===== src/rtl/axi_rd_slave_pkg.sv =====
// Shared AXI read-channel definitions: response and burst codes, plus the
// bus-width helper used by the read slave and its address generator.
package axi_rd_slave_pkg;

  localparam logic [1:0] RESP_OKAY   = 2'b00;
  localparam logic [1:0] RESP_EXOKAY = 2'b01;
  localparam logic [1:0] RESP_SLVERR = 2'b10;
  localparam logic [1:0] RESP_DECERR = 2'b11;

  localparam logic [1:0] BURST_FIXED = 2'b00;
  localparam logic [1:0] BURST_INCR  = 2'b01;
  localparam logic [1:0] BURST_WRAP  = 2'b10;
  localparam logic [1:0] BURST_RSVD  = 2'b11;

  // log2 of the bus width in bytes, i.e. the largest legal ar_size.
  function automatic int unsigned bus_size_log2(input int unsigned bus_w);
    return $clog2(bus_w / 8);
  endfunction

endpackage


===== src/rtl/axi_burst_addr.sv =====
// Combinational next-beat byte address for FIXED / INCR / WRAP bursts.
// WRAP support is compiled in only when AXI_RD_SLAVE_WRAP_EN is defined.
module axi_burst_addr
  import axi_rd_slave_pkg::*;
#(
  parameter int unsigned ADDR_W = 32
) (
  input  logic [ADDR_W-1:0] addr_i,
  input  logic [2:0]        size_i,
  input  logic [3:0]        len_i,
  input  logic [1:0]        burst_i,
  output logic [ADDR_W-1:0] next_addr_o
);

  logic [ADDR_W-1:0] size_bytes;
  logic [ADDR_W-1:0] aligned;
  logic [ADDR_W-1:0] incr;
  logic [ADDR_W-1:0] wrap_next;

  assign size_bytes = ADDR_W'(1) << size_i;
  assign aligned    = addr_i & ~(size_bytes - ADDR_W'(1));
  assign incr       = aligned + size_bytes;

`ifdef AXI_RD_SLAVE_WRAP_EN
  logic [ADDR_W-1:0] wrap_mask;

  // Boundary is (len+1) beats; crossing it clears the low bits back to base.
  assign wrap_mask = (ADDR_W'({1'b0, len_i} + 5'd1) << size_i) - ADDR_W'(1);
  assign wrap_next = (addr_i & ~wrap_mask) | (incr & wrap_mask);
`else
  logic unused_len;

  assign unused_len = ^len_i;
  assign wrap_next  = addr_i;
`endif

  always_comb begin
    case (burst_i)
      BURST_INCR: next_addr_o = incr;
      BURST_WRAP: next_addr_o = wrap_next;
      default:    next_addr_o = addr_i;
    endcase
  end

endmodule


===== src/rtl/axi_rd_slave.sv =====
// AXI-3 read slave fronting a single-port word memory, one burst at a time.
// Define AXI_RD_SLAVE_WRAP_EN to support WRAP bursts; otherwise they get SLVERR.
module axi_rd_slave
  import axi_rd_slave_pkg::*;
#(
  parameter int unsigned                 AXI_RD_ID_WIDTH   = 8,
  parameter int unsigned                 AXI_RD_ADDR_WIDTH = 32,
  parameter int unsigned                 AXI_RD_BUS_WIDTH  = 32,
  parameter int unsigned                 MEM_ADDR_WIDTH    = 10,
  parameter logic [AXI_RD_ADDR_WIDTH-1:0] BASE_ADDR        = '0
) (
  input  logic                         clock,
  input  logic                         reset,
  input  logic [AXI_RD_ID_WIDTH-1:0]   ar_id,
  input  logic [AXI_RD_ADDR_WIDTH-1:0] ar_addr,
  input  logic [3:0]                   ar_len,
  input  logic [2:0]                   ar_size,
  input  logic [1:0]                   ar_burst,
  input  logic [1:0]                   ar_lock,
  input  logic [3:0]                   ar_cache,
  input  logic [2:0]                   ar_prot,
  input  logic [4:0]                   ar_user,
  input  logic                         ar_valid,
  output logic                         ar_ready,
  output logic [AXI_RD_ID_WIDTH-1:0]   r_id,
  output logic [AXI_RD_BUS_WIDTH-1:0]  r_data,
  output logic [1:0]                   r_resp,
  output logic                         r_last,
  output logic                         r_valid,
  input  logic                         r_ready,
  output logic                         mem_rd_en,
  output logic [MEM_ADDR_WIDTH-1:0]    mem_addr,
  input  logic [AXI_RD_BUS_WIDTH-1:0]  mem_rd_data,
  output logic [1:0]                   dbg_state
);

  localparam int unsigned     LOG2_BYTES = bus_size_log2(AXI_RD_BUS_WIDTH);
  localparam logic [2:0]      MAX_SIZE   = 3'(LOG2_BYTES);
  localparam longint unsigned MEM_BYTES  = 64'd1 << (MEM_ADDR_WIDTH + LOG2_BYTES);

  typedef enum logic [1:0] {IDLE, READ, LOAD, RESP} state_e;

  state_e                         state_q, state_d;
  logic                           ready_en_q;
  logic [AXI_RD_ID_WIDTH-1:0]     id_q, id_d;
  logic [AXI_RD_ADDR_WIDTH-1:0]   addr_q, addr_d;
  logic [3:0]                     len_q, len_d;
  logic [2:0]                     size_q, size_d;
  logic [1:0]                     burst_q, burst_d;
  logic                           err_q, err_d;
  logic [3:0]                     beat_q, beat_d;
  logic [AXI_RD_BUS_WIDTH-1:0]    r_data_q, r_data_d;
  logic [1:0]                     r_resp_q, r_resp_d;
  logic [AXI_RD_ID_WIDTH-1:0]     r_id_q, r_id_d;
  logic                           r_last_q, r_last_d;

  logic [AXI_RD_ADDR_WIDTH-1:0]   next_addr;
  logic [AXI_RD_ADDR_WIDTH-1:0]   offset;
  logic                           in_range;
  logic                           beat_err;
  logic                           burst_err;
  logic                           unused_ok;

  assign unused_ok = ^{ar_lock, ar_cache, ar_prot, ar_user};

  axi_burst_addr #(.ADDR_W(AXI_RD_ADDR_WIDTH)) u_burst_addr (
    .addr_i      (addr_q),
    .size_i      (size_q),
    .len_i       (len_q),
    .burst_i     (burst_q),
    .next_addr_o (next_addr)
  );

  // Burst-wide errors are decided once, from the AR fields, at acceptance.
  always_comb begin
    burst_err = 1'b0;
    if (ar_burst == BURST_RSVD) burst_err = 1'b1;
    if (ar_size > MAX_SIZE)     burst_err = 1'b1;
`ifdef AXI_RD_SLAVE_WRAP_EN
    if (ar_burst == BURST_WRAP && !(ar_len inside {4'd1, 4'd3, 4'd7, 4'd15}))
      burst_err = 1'b1;
`else
    if (ar_burst == BURST_WRAP) burst_err = 1'b1;
`endif
  end

  assign offset   = addr_q - BASE_ADDR;
  assign in_range = (addr_q >= BASE_ADDR) && (64'(offset) < MEM_BYTES);
  assign beat_err = err_q || !in_range;

  assign ar_ready  = (state_q == IDLE) && ready_en_q;
  assign r_valid   = (state_q == RESP);
  assign r_id      = r_id_q;
  assign r_data    = r_data_q;
  assign r_resp    = r_resp_q;
  assign r_last    = r_last_q;
  assign mem_rd_en = (state_q == READ) && !beat_err;
  assign mem_addr  = (state_q == READ) ? MEM_ADDR_WIDTH'(offset >> LOG2_BYTES) : '0;
  assign dbg_state = state_q;

  always_comb begin
    state_d  = state_q;
    id_d     = id_q;
    addr_d   = addr_q;
    len_d    = len_q;
    size_d   = size_q;
    burst_d  = burst_q;
    err_d    = err_q;
    beat_d   = beat_q;
    r_data_d = r_data_q;
    r_resp_d = r_resp_q;
    r_id_d   = r_id_q;
    r_last_d = r_last_q;
    case (state_q)
      IDLE: begin
        if (ar_valid && ar_ready) begin
          id_d    = ar_id;
          addr_d  = ar_addr;
          len_d   = ar_len;
          size_d  = ar_size;
          burst_d = ar_burst;
          err_d   = burst_err;
          beat_d  = 4'd0;
          state_d = READ;
        end
      end
      READ: state_d = LOAD;
      LOAD: begin
        r_data_d = beat_err ? '0 : mem_rd_data;
        r_resp_d = beat_err ? RESP_SLVERR : RESP_OKAY;
        r_id_d   = id_q;
        r_last_d = (beat_q == len_q);
        state_d  = RESP;
      end
      RESP: begin
        if (r_ready) begin
          if (r_last_q) begin
            state_d = IDLE;
          end else begin
            beat_d  = beat_q + 4'd1;
            addr_d  = next_addr;
            state_d = READ;
          end
        end
      end
      default: state_d = IDLE;
    endcase
  end

  // ready_en_q holds ar_ready low until the first clock after reset release.
  always_ff @(posedge clock or posedge reset) begin
    if (reset) begin
      state_q    <= IDLE;
      ready_en_q <= 1'b0;
      id_q       <= '0;
      addr_q     <= '0;
      len_q      <= '0;
      size_q     <= '0;
      burst_q    <= '0;
      err_q      <= 1'b0;
      beat_q     <= '0;
      r_data_q   <= '0;
      r_resp_q   <= '0;
      r_id_q     <= '0;
      r_last_q   <= 1'b0;
    end else begin
      state_q    <= state_d;
      ready_en_q <= 1'b1;
      id_q       <= id_d;
      addr_q     <= addr_d;
      len_q      <= len_d;
      size_q     <= size_d;
      burst_q    <= burst_d;
      err_q      <= err_d;
      beat_q     <= beat_d;
      r_data_q   <= r_data_d;
      r_resp_q   <= r_resp_d;
      r_id_q     <= r_id_d;
      r_last_q   <= r_last_d;
    end
  end

endmodule

===== config.mk =====
export PLATFORM = sky130hd
export DESIGN_NAME = axi_rd_slave
export DESIGN_NICKNAME = d
export VERILOG_FILES = /design/src/rtl/axi_rd_slave_pkg.sv /design/src/rtl/axi_burst_addr.sv /design/src/rtl/axi_rd_slave.sv
export SDC_FILE = /design/constraint.sdc
export NUM_CORES = 1
export LEC_CHECK = 0
export ABC_AREA = 1
export CORE_MARGIN = 2
export CORE_UTILIZATION = 35
export DETAILED_ROUTE_END_ITERATION = 6
export HOLD_SLACK_MARGIN = 0.08
export SYNTH_ARGS = -nofsm -noshare
export SYNTH_HDL_FRONTEND = slang
export SYNTH_HIERARCHICAL = 1
export SYNTH_SLANG_ARGS = --single-unit

===== constraint.sdc =====
create_clock -name clock -period 3 [get_ports clock]
set_input_delay 0.45 -clock clock [delete_from_list [all_inputs] [get_ports clock]]
set_output_delay 0.45 -clock clock [all_outputs]
set_load 0.02 [all_outputs]

==> impl_metrics.yaml, run 1 <==
status:
  status: "complete, no violations"
sta:
  fin_tns_setup_ns: 0
  fin_crit_ns: 2.69
  finalSetupViolCount: 0
  tightest_slew_ns: 0.749
  slew_viol_final: 0
  hold_viol: 0
  fin_crit_sh_pct: 89.5
  worst_clock_skew_ns: 0.00734
  rsz0062_at_grt: "no"
  max_slew_margin_pct: 50.0
  fmax_mhz: 372
yosys:
  synth_area_leaders: "dfrtp_1, nand2_1, inv_1"
  seq_area_frac_synth_pct: 37.3
  synth-simple-area-share_pct: 32.7
  yosysWarnings: 6
  synth_top_family_by_area: "simple AND/OR/NAND/NOR gates"
  ys_seq_elements: 99
  postSynth.asyncResetShare_pct: 100
  synth_compound_gate_area_share_pct: 7.03
  synth_xor_area_share_pct: 1.98
  yosys.cell_types.count: 42
  syn_inst: 894
  synth_fp_nets: 1004
  synthDominantCellAreaShare_pct: 37.3
  syn_area_um2: 6640
  synth_top_cell_by_area: "dfrtp_1"
  ys.flop_type: "dfrtp_1"
  yosys-mux-area-fraction_pct: 7.94
  synthAdderAreaFrac_pct: 2.07
  syn_avg_cell_area_um2: 7.42
  synth_edf_count: 0
pwr:
  p_sw_share_pct: 47.2
  irDropWorstVdd_v: 0.000370
  power.clock.fraction_pct: 16.1
  p_comb_share_pct: 54.2
  p_sw_mw: 3.47
  leakage_nw: 4.33
  powerDensity_nw_per_um2: 859
  seqPwrFrac_pct: 29.7
  internal-power_mw: 3.88
  p_total_mw: 7.34
clock_tree:
  cts_inserted_buffers: 9
  path_clk_slew_ns: 0.08
  ctsHoldBuffers: 0
  root_buffer: "clkbuf_16"
  post_cts_buffers: 0
  cts_resized: 0
  cts_tree: "yes"
  cts.sinks: 99
  worstSkewPairLatency_ns: 0.35
  clk_path_buf_depth: 2
  htreeDepth: 3
drt:
  vias: 6002
  drc: 0
  drt_iter0_drc: 295
  wirelength_um: 17600
  dr.pass1.iters: 4
  vias_per_cell: 4.76
  post_drt_wl_per_cell_um: 14.0
  ant_nets: 0
critical_path:
  crit_fanout: 9
  start_kind: "flip-flop"
  arrival_ns: 2.91
  worst-setup-path-type: "flip-flop to flip-flop"
  required_ns: 3.22
  r2r_slack_ns: 0.31
  endpoint_kind: "flip-flop"
layout:
  synthToLayoutAreaGrowth_pct: 28.7
  final_common_cell: "nand2_1"
  final_cell_mix: "nand2_1, clkdlybuf4s50_1, inv_1, dfrtp_1, nand4_1"
  finalNetCount: 1131
  diodes: 0
  drive_gt1_share_pct: 10.3
run:
  maxCapViolCount: 0
floorplan:
  die_y_um: 142
  fp.dieW_um: 142
  fp-row-count: 50
  io_pins: 157
  initial_utilization_pct: 35.6
  die-area_um2: 20100
  core_area_um2: 18600
global_route:
  grt_pass1_vias: 5760
  grt_start_max_net_pins: 45
  overflow: 0
  antenna_found_initial: 0
  grt_first_pass_wirelength_um: 29100
  grt_usage_pct: 18.1
placement:
  portBuffers: 141
  routabilityCongestion: 0.873
  hpwl_um: 12500
hold_path:
  hold_path_class: "flip-flop to flip-flop"
[power by group through the flow]
stage / Sequential, mW / Combinational, mW / Clock [mW]
6_report: 2.18 / 3.98 / 1.18
5_1_grt: 2.26 / 4.49 / 1.27
4_1_cts: 2.18 / 4.02 / 1.22
3_5_place_dp: 2.21 / 4.01 / 0
3_3_place_gp: 2.19 / 3.96 / 0
2_1_floorplan: 2.18 / 3.05 / 0
[registers in the layout, indices dropped and copies added, names as in the netlist]
| signal | cells |
|---|---|
| size_q | 3 |
| len_q | 4 |
| id_q | 8 |
| ready_en_q | 1 |
| burst_q | 2 |
| dbg_state | 2 |
| addr_q | 32 |
| err_q | 1 |
| beat_q | 4 |
| r_last | 1 |
| r_data | 32 |
| r_resp | 1 |
| r_id | 8 |
[final timing paths]
path	to	start	cells past startpoint
max	addr_q[18]$_DFFE_PP0P_	size_q[2]$_DFFE_PP0P_	16
min	r_id[4]$_DFFE_PP0N_	r_id[4]$_DFFE_PP0N_	2
max reg2reg	addr_q[18]$_DFFE_PP0P_	size_q[2]$_DFFE_PP0P_	16
min reg2reg	r_id[4]$_DFFE_PP0N_	r_id[4]$_DFFE_PP0N_	2
max in group asynchronous	beat_q[3]$_DFFE_PP0P_	reset	3
min in group asynchronous	r_data[2]$_DFFE_PP0N_	reset	2
[cells by family after synthesis]
group / count (synthesis)
AND/OR/NAND/NOR: 493
other: 2
buffers and inverters: 159
AO/OA/AOI/OAI: 67
flip-flops: 99
multiplexers: 48
XOR/XNOR: 15
adder cells (fa/ha/maj): 11
[final cells by class]
type	instances	area [µm²]
sequential	99	2480
tap	234	293
inverter	120	457
timing repair buffer	155	1550
fill	1936	10100
multi-input combinational	636	3470
clock buffer	10	239
clock inverter	6	55.1
[through the flow]
step,std cells,cell area [µm²],setup WS [ns],utilization (%),hold slack [ns]
global placement,1244,8230,0.305,44.1,0.452
floorplan,894,6640,0.475,-,0.445
detailed placement,1244,8230,0.232,44.1,0.461
finish,1260,8550,0.314,45.8,0.475
global route,1260,8550,0.0187,45.8,0.499
CTS,1260,8520,0.201,45.7,0.479
[synth_stat cells, drive strengths merged (11+ instances only)]
cell type	n
inv	118
a21oi	11
nand2	323
xor2	11
ha	11
nor2	54
o21ai	53
nand3	53
nand4	48
buf	30
mux2	16
dfrtp	99
mux2i	32
[metal layers]
metal  vias up  part of all wire (%)  routed length (µm)  GRT usage [%]
met5         -                     0                   0              0
met2       147                    46                8050           29.2
met4         0                   1.8                 314           6.42
met1      2732                    47                8240           24.9
met3        18                   5.8                1020           2.50
li1       3105                     -                   -              -
[critical path: stages (launching register included)]
cell and delay, ns:
dfrtp_1 0.42, buf_4 0.19, nor2_8 0.15, nand2_1 0.10
ha_1 0.28, nand2_1 0.11, inv_1 0.06, a21oi_2 0.18
nand3_1 0.11, nand2_2 0.15, nand2_2 0.08, nand2_4 0.14
nand3_1 0.10, xor2_1 0.18, inv_1 0.07, mux2i_1 0.15
o21ai_1 0.07
Note: power is estimated with default switching activity, not from simulation.
==> run 2: changes to the inputs <==
--- a/config.mk
+++ b/config.mk
@@ -7,9 +7,11 @@
 export LEC_CHECK = 0
 export ABC_AREA = 1
 export CORE_MARGIN = 2
-export CORE_UTILIZATION = 35
+export CORE_UTILIZATION = 46
 export DETAILED_ROUTE_END_ITERATION = 6
-export HOLD_SLACK_MARGIN = 0.08
+export HOLD_SLACK_MARGIN = 0.1
+export PLACE_DENSITY = 0.78
+export SETUP_SLACK_MARGIN = 0.4
 export SYNTH_ARGS = -nofsm -noshare
 export SYNTH_HDL_FRONTEND = slang
 export SYNTH_HIERARCHICAL = 1
==> impl_metrics.yaml, run 2 (synthesis gave the netlist of run 1 again) <==
pwr:
  irDropWorstVdd_v: 0.000438
  leakage_nw: 4.47
  powerDensity_nw_per_um2: 884
clock_tree:
  cts_tree: "yes"
  cts_inserted_buffers: 9
  worstSkewPairLatency_ns: 0.36
  root_buffer: "clkbuf_16"
  path_clk_slew_ns: 0.07
  cts.sinks: 99
  htreeDepth: 3
  clk_path_buf_depth: 2
global_route:
  grt_first_pass_wirelength_um: 27700
  antenna_found_initial: 0
  grt_start_max_net_pins: 49
  grt_pass1_vias: 5822
  overflow: 0
  grt_usage_pct: 22.5
sta:
  hold_viol: 0
  fin_crit_sh_pct: 86.1
  worst_clock_skew_ns: 0.00817
  fin_tns_setup_ns: 0
  slew_viol_final: 0
  max_slew_margin_pct: 51.6
  fmax_mhz: 387
  fin_crit_ns: 2.58
  tightest_slew_ns: 0.724
  finalSetupViolCount: 0
  rsz0062_at_grt: "yes"
layout:
  fin_cells: 1216
  finalNetCount: 1141
  final_common_cell: "nand2_1"
  diodes: 0
  drive_gt1_share_pct: 14.8
  synthToLayoutAreaGrowth_pct: 32.6
  final_cell_mix: "nand2_1, clkdlybuf4s50_1, inv_1, dfrtp_1, nand4_1"
  post-route-util_pct: 62.9
hold_path:
  hold_path_class: "flip-flop to flip-flop"
drt:
  post_drt_wl_per_cell_um: 14.9
  vias: 6418
  vias_per_cell: 5.28
  drt_iter0_drc: 522
  dr.pass1.iters: 5
  wirelength_um: 18100
  ant_nets: 0
  drc: 0
placement:
  routabilityCongestion: 0.934
  hpwl_um: 11900
  portBuffers: 141
  dp.cells: 1191
critical_path:
  start_kind: "flip-flop"
  arrival_ns: 2.82
  crit_top_cell: "nand2_1"
  crit_fanout: 9
  endpoint_kind: "flip-flop"
  cp_slowest_cell: "dfrtp_1"
  slowest_delay_ns: 0.43
  worst-setup-path-type: "flip-flop to flip-flop"
  required_ns: 3.23
  crit_chain: "buf_6 -> nor2_8 -> nand2_2 -> ha_4 -> nand2_1 -> inv_2 -> a21oi_4 -> nand2_1 -> nand3_4 -> nand2_1 -> nand2_2 -> nand2_1 -> nand2_2 -> nand3_1 -> nand2_1 -> nand2_1 -> mux2i_2 -> o21ai_2"
floorplan:
  die-area_um2: 15400
  core_area_um2: 14000
  fp-row-count: 43
  fp.dieW_um: 124
  die_y_um: 124
  initial_utilization_pct: 47.5
  io_pins: 157
status:
  status: "complete, no violations"
run:
  maxCapViolCount: 0
[run 2: cell count changes in the layout (fill, tap and decap cells not counted), sizes merged]
cell,before,now
clkbuf,10,9
nand2,323,324
dlymetal6s2s,0,1
clkinvlp,1,4
inv,121,118
buf,14,22
bufinv,0,1
clkdlybuf4s50,141,140
nand3,53,54
[run 2: critical path: cells and delay by family, from the launching register on]
kind	cells	cell delay, ns
buf+inv	2	0.24
simple gates	12	1.19
compound gates	2	0.22
flops	1	0.43
fa+ha+maj	1	0.20
mux	1	0.18
[run 2: cell type report]
class                           instances  area [µm²]
Sequential cell                        99        2480
Clock inverter                          7        88.8
Tap cell                              180         225
Fill cell                            1220        5190
Inverter                              120         459
Clock buffer                            9         225
Timing Repair Buffer                  163        1610
Multi-Input combinational cell        638        3710
[run 2: metrics by stage]
stage / hold WS [ns] / worst slack (ns) / cell area, µm² / power, mW
floorplan: 0.445 / 0.475 / 6640 / 5.23
global placement: 0.454 / 0.368 / 8150 / 6.07
detailed placement: 0.458 / 0.308 / 8150 / 6.16
CTS: 0.481 / 0.412 / 8520 / 7.47
global route: 0.502 / 0.238 / 8800 / 8.39
finish: 0.476 / 0.416 / 8800 / 7.78
[run 2: routing by layer]
layer  track usage [%]  vias to the layer above  part of all wire [%]
li1                  -                     3129                     -
met1              29.2                     3005                    42
met2              37.4                      241                    48
met3              4.44                       43                   7.9
met4              8.01                        0                   2.4
met5                 0                        -                     0
[run 2: what timing repair did]
action | 4_1_cts | 5_1_grt
gates cloned | 0 | 2
resized for setup | 12 | 50
pin swaps | 2 | 16
setup endpoints to repair | 29 | 28
buffers inserted | 0 | 7
hold buffers | 0 | 0
[run 2: final timing paths]
kind                       slack, ns                  start  depth (start not counted)                      to
min                             0.48    r_id[2]$_DFFE_PP0N_                          2     r_id[2]$_DFFE_PP0N_
max in group asynchronous       1.70                  reset                          3  addr_q[27]$_DFFE_PP0P_
max reg2reg                     0.42  size_q[1]$_DFFE_PP0P_                         18  addr_q[29]$_DFFE_PP0P_
min reg2reg                     0.48    r_id[2]$_DFFE_PP0N_                          2     r_id[2]$_DFFE_PP0N_
max                             0.42  size_q[1]$_DFFE_PP0P_                         18  addr_q[29]$_DFFE_PP0P_
min in group asynchronous       0.57                  reset                          2     id_q[3]$_DFFE_PP0P_
[run 2: power by group]
part	switching [mW]	total, mW	internal [mW]	leakage [nW]
registers	0.447	2.21	1.76	1.28
logic	2.67	4.34	1.68	3.05
clock network	0.567	1.23	0.662	0.143
total	3.68	7.78	4.10	4.47
==> run 3: changes to the inputs <==
--- a/config.mk
+++ b/config.mk
@@ -10,7 +10,7 @@
 export CORE_UTILIZATION = 46
 export DETAILED_ROUTE_END_ITERATION = 6
 export HOLD_SLACK_MARGIN = 0.1
-export PLACE_DENSITY = 0.78
+export PLACE_DENSITY_LB_ADDON = 0.08
 export SETUP_SLACK_MARGIN = 0.4
 export SYNTH_ARGS = -nofsm -noshare
 export SYNTH_HDL_FRONTEND = slang
==> impl_metrics.yaml, run 3 (synthesis gave the netlist of run 1 again) <==
status:
  status: "complete, no violations"
sta:
  fin_tns_setup_ns: 0
  fin_crit_ns: 2.60
  finalSetupViolCount: 0
  worst_clock_skew_ns: 0.00970
  slew_viol_final: 0
  rsz0062_at_grt: "yes"
  hold_viol: 0
  max_slew_margin_pct: 53.1
  fin_crit_sh_pct: 86.7
  fmax_mhz: 384
  tightest_slew_ns: 0.703
placement:
  portBuffers: 141
  hpwl_um: 11600
  routabilityCongestion: 0.926
floorplan:
  fp.dieW_um: 124
  fp-row-count: 43
  die_y_um: 124
  initial_utilization_pct: 47.5
  core_area_um2: 14000
  die-area_um2: 15400
  io_pins: 157
clock_tree:
  cts_tree: "yes"
  htreeDepth: 3
  cts_inserted_buffers: 9
  path_clk_slew_ns: 0.07
  ctsHoldBuffers: 0
  worstSkewPairLatency_ns: 0.35
  clk_path_buf_depth: 2
  root_buffer: "clkbuf_16"
  cts.sinks: 99
layout:
  synthToLayoutAreaGrowth_pct: 33.0
  finalNetCount: 1148
  diodes: 0
  drive_gt1_share_pct: 15.2
  final_cell_mix: "nand2_1, clkdlybuf4s50_1, inv_1, dfrtp_1, nand4_1"
  final_common_cell: "nand2_1"
hold_path:
  hold_path_class: "flip-flop to flip-flop"
global_route:
  overflow: 0
  antenna_found_initial: 0
  grt_usage_pct: 22.7
  grt_first_pass_wirelength_um: 27700
  grt_start_max_net_pins: 100
  grt_pass1_vias: 5667
run:
  maxCapViolCount: 0
pwr:
  p_total_mw: 7.78
  powerDensity_nw_per_um2: 881
  irDropWorstVdd_v: 0.000487
  leakage_nw: 4.50
drt:
  vias: 6173
  post_drt_wl_per_cell_um: 14.3
  drt_iter0_drc: 400
  vias_per_cell: 5.05
  drc: 0
  wirelength_um: 17500
  dr.pass1.iters: 5
  ant_nets: 0
critical_path:
  endpoint_kind: "flip-flop"
  start_kind: "flip-flop"
  r2r_slack_ns: 0.40
  crit_fanout: 4
  arrival_ns: 2.84
  worst-setup-path-type: "flip-flop to flip-flop"
  required_ns: 3.23
run 3: power breakdown:
group	internal (mW)	switching [mW]	total (mW)
clock	0.676	0.544	1.22
combinational	1.71	2.64	4.35
sequential	1.76	0.446	2.20
total	4.15	3.63	7.78
run 3: worst paths after layout:
kind	startpoint	endpoint	cells after the start
max in group asynchronous	reset	r_data[22]$_DFFE_PP0N_	3
min in group asynchronous	reset	r_id[2]$_DFFE_PP0N_	3
hold / removal	id_q[6]$_DFFE_PP0P_	r_id[6]$_DFFE_PP0N_	2
hold reg to reg	id_q[6]$_DFFE_PP0P_	r_id[6]$_DFFE_PP0N_	2
setup reg to reg	size_q[1]$_DFFE_PP0P_	addr_q[29]$_DFFE_PP0P_	19
setup / recovery	size_q[1]$_DFFE_PP0P_	addr_q[29]$_DFFE_PP0P_	19
run 3: repair_timing:
action                     4_1_cts  5_1_grt
pin swaps                        4       22
setup endpoints to repair       33       33
gates cloned                     1        1
hold endpoints to repair         0        0
buffers inserted                 0       16
gates resized for setup         12       47
run 3: worst max-delay path, cell delays in order (launching register included):
cell and delay, ns:
dfrtp_1 0.41, nand2_4 0.10, nor2_4 0.13, inv_2 0.05
ha_4 0.20, nand2_2 0.05, inv_2 0.04, ha_4 0.28
clkinvlp_4 0.14, nor2_4 0.18, nand2_2 0.09, buf_4 0.14
nor2_1 0.09, nand2_1 0.07, nand2_2 0.07, nand3_1 0.07
nand2_1 0.07, nand2_1 0.06, mux2i_1 0.16, o21ai_2 0.06
run 3: area by class of cell:
class                   count  area [µm²]
well taps                 180         225
flip-flops and latches     99        2480
clock buffers              11         243
repair buffers            170        1660
clock inverters             5        60.1
inverters                 120         463
multi-input cells         638        3700
fillers                  1307        5160
run 3: layer usage:
| metal | global-route usage [%] | wire length [µm] | vias up |
|---|---|---|---|
| li1 | - | - | 3139 |
| met1 | 31.4 | 8010 | 2821 |
| met2 | 36.9 | 8090 | 184 |
| met3 | 2.79 | 998 | 29 |
| met4 | 7.72 | 380 | 0 |
| met5 | 0 | 0 | - |
run 3: stage by stage:
step,std cells,cell area [µm²],setup slack (ns),util (%),hold WS [ns]
finish,1223,8830,0.398,63.1,0.470
global route,1223,8830,0.245,63.1,0.492
CTS,1206,8500,0.384,60.8,0.475
detailed placement,1189,8140,0.281,58.2,0.458
global placement,1189,8140,0.335,58.2,0.452
floorplan,894,6640,0.475,-,0.445
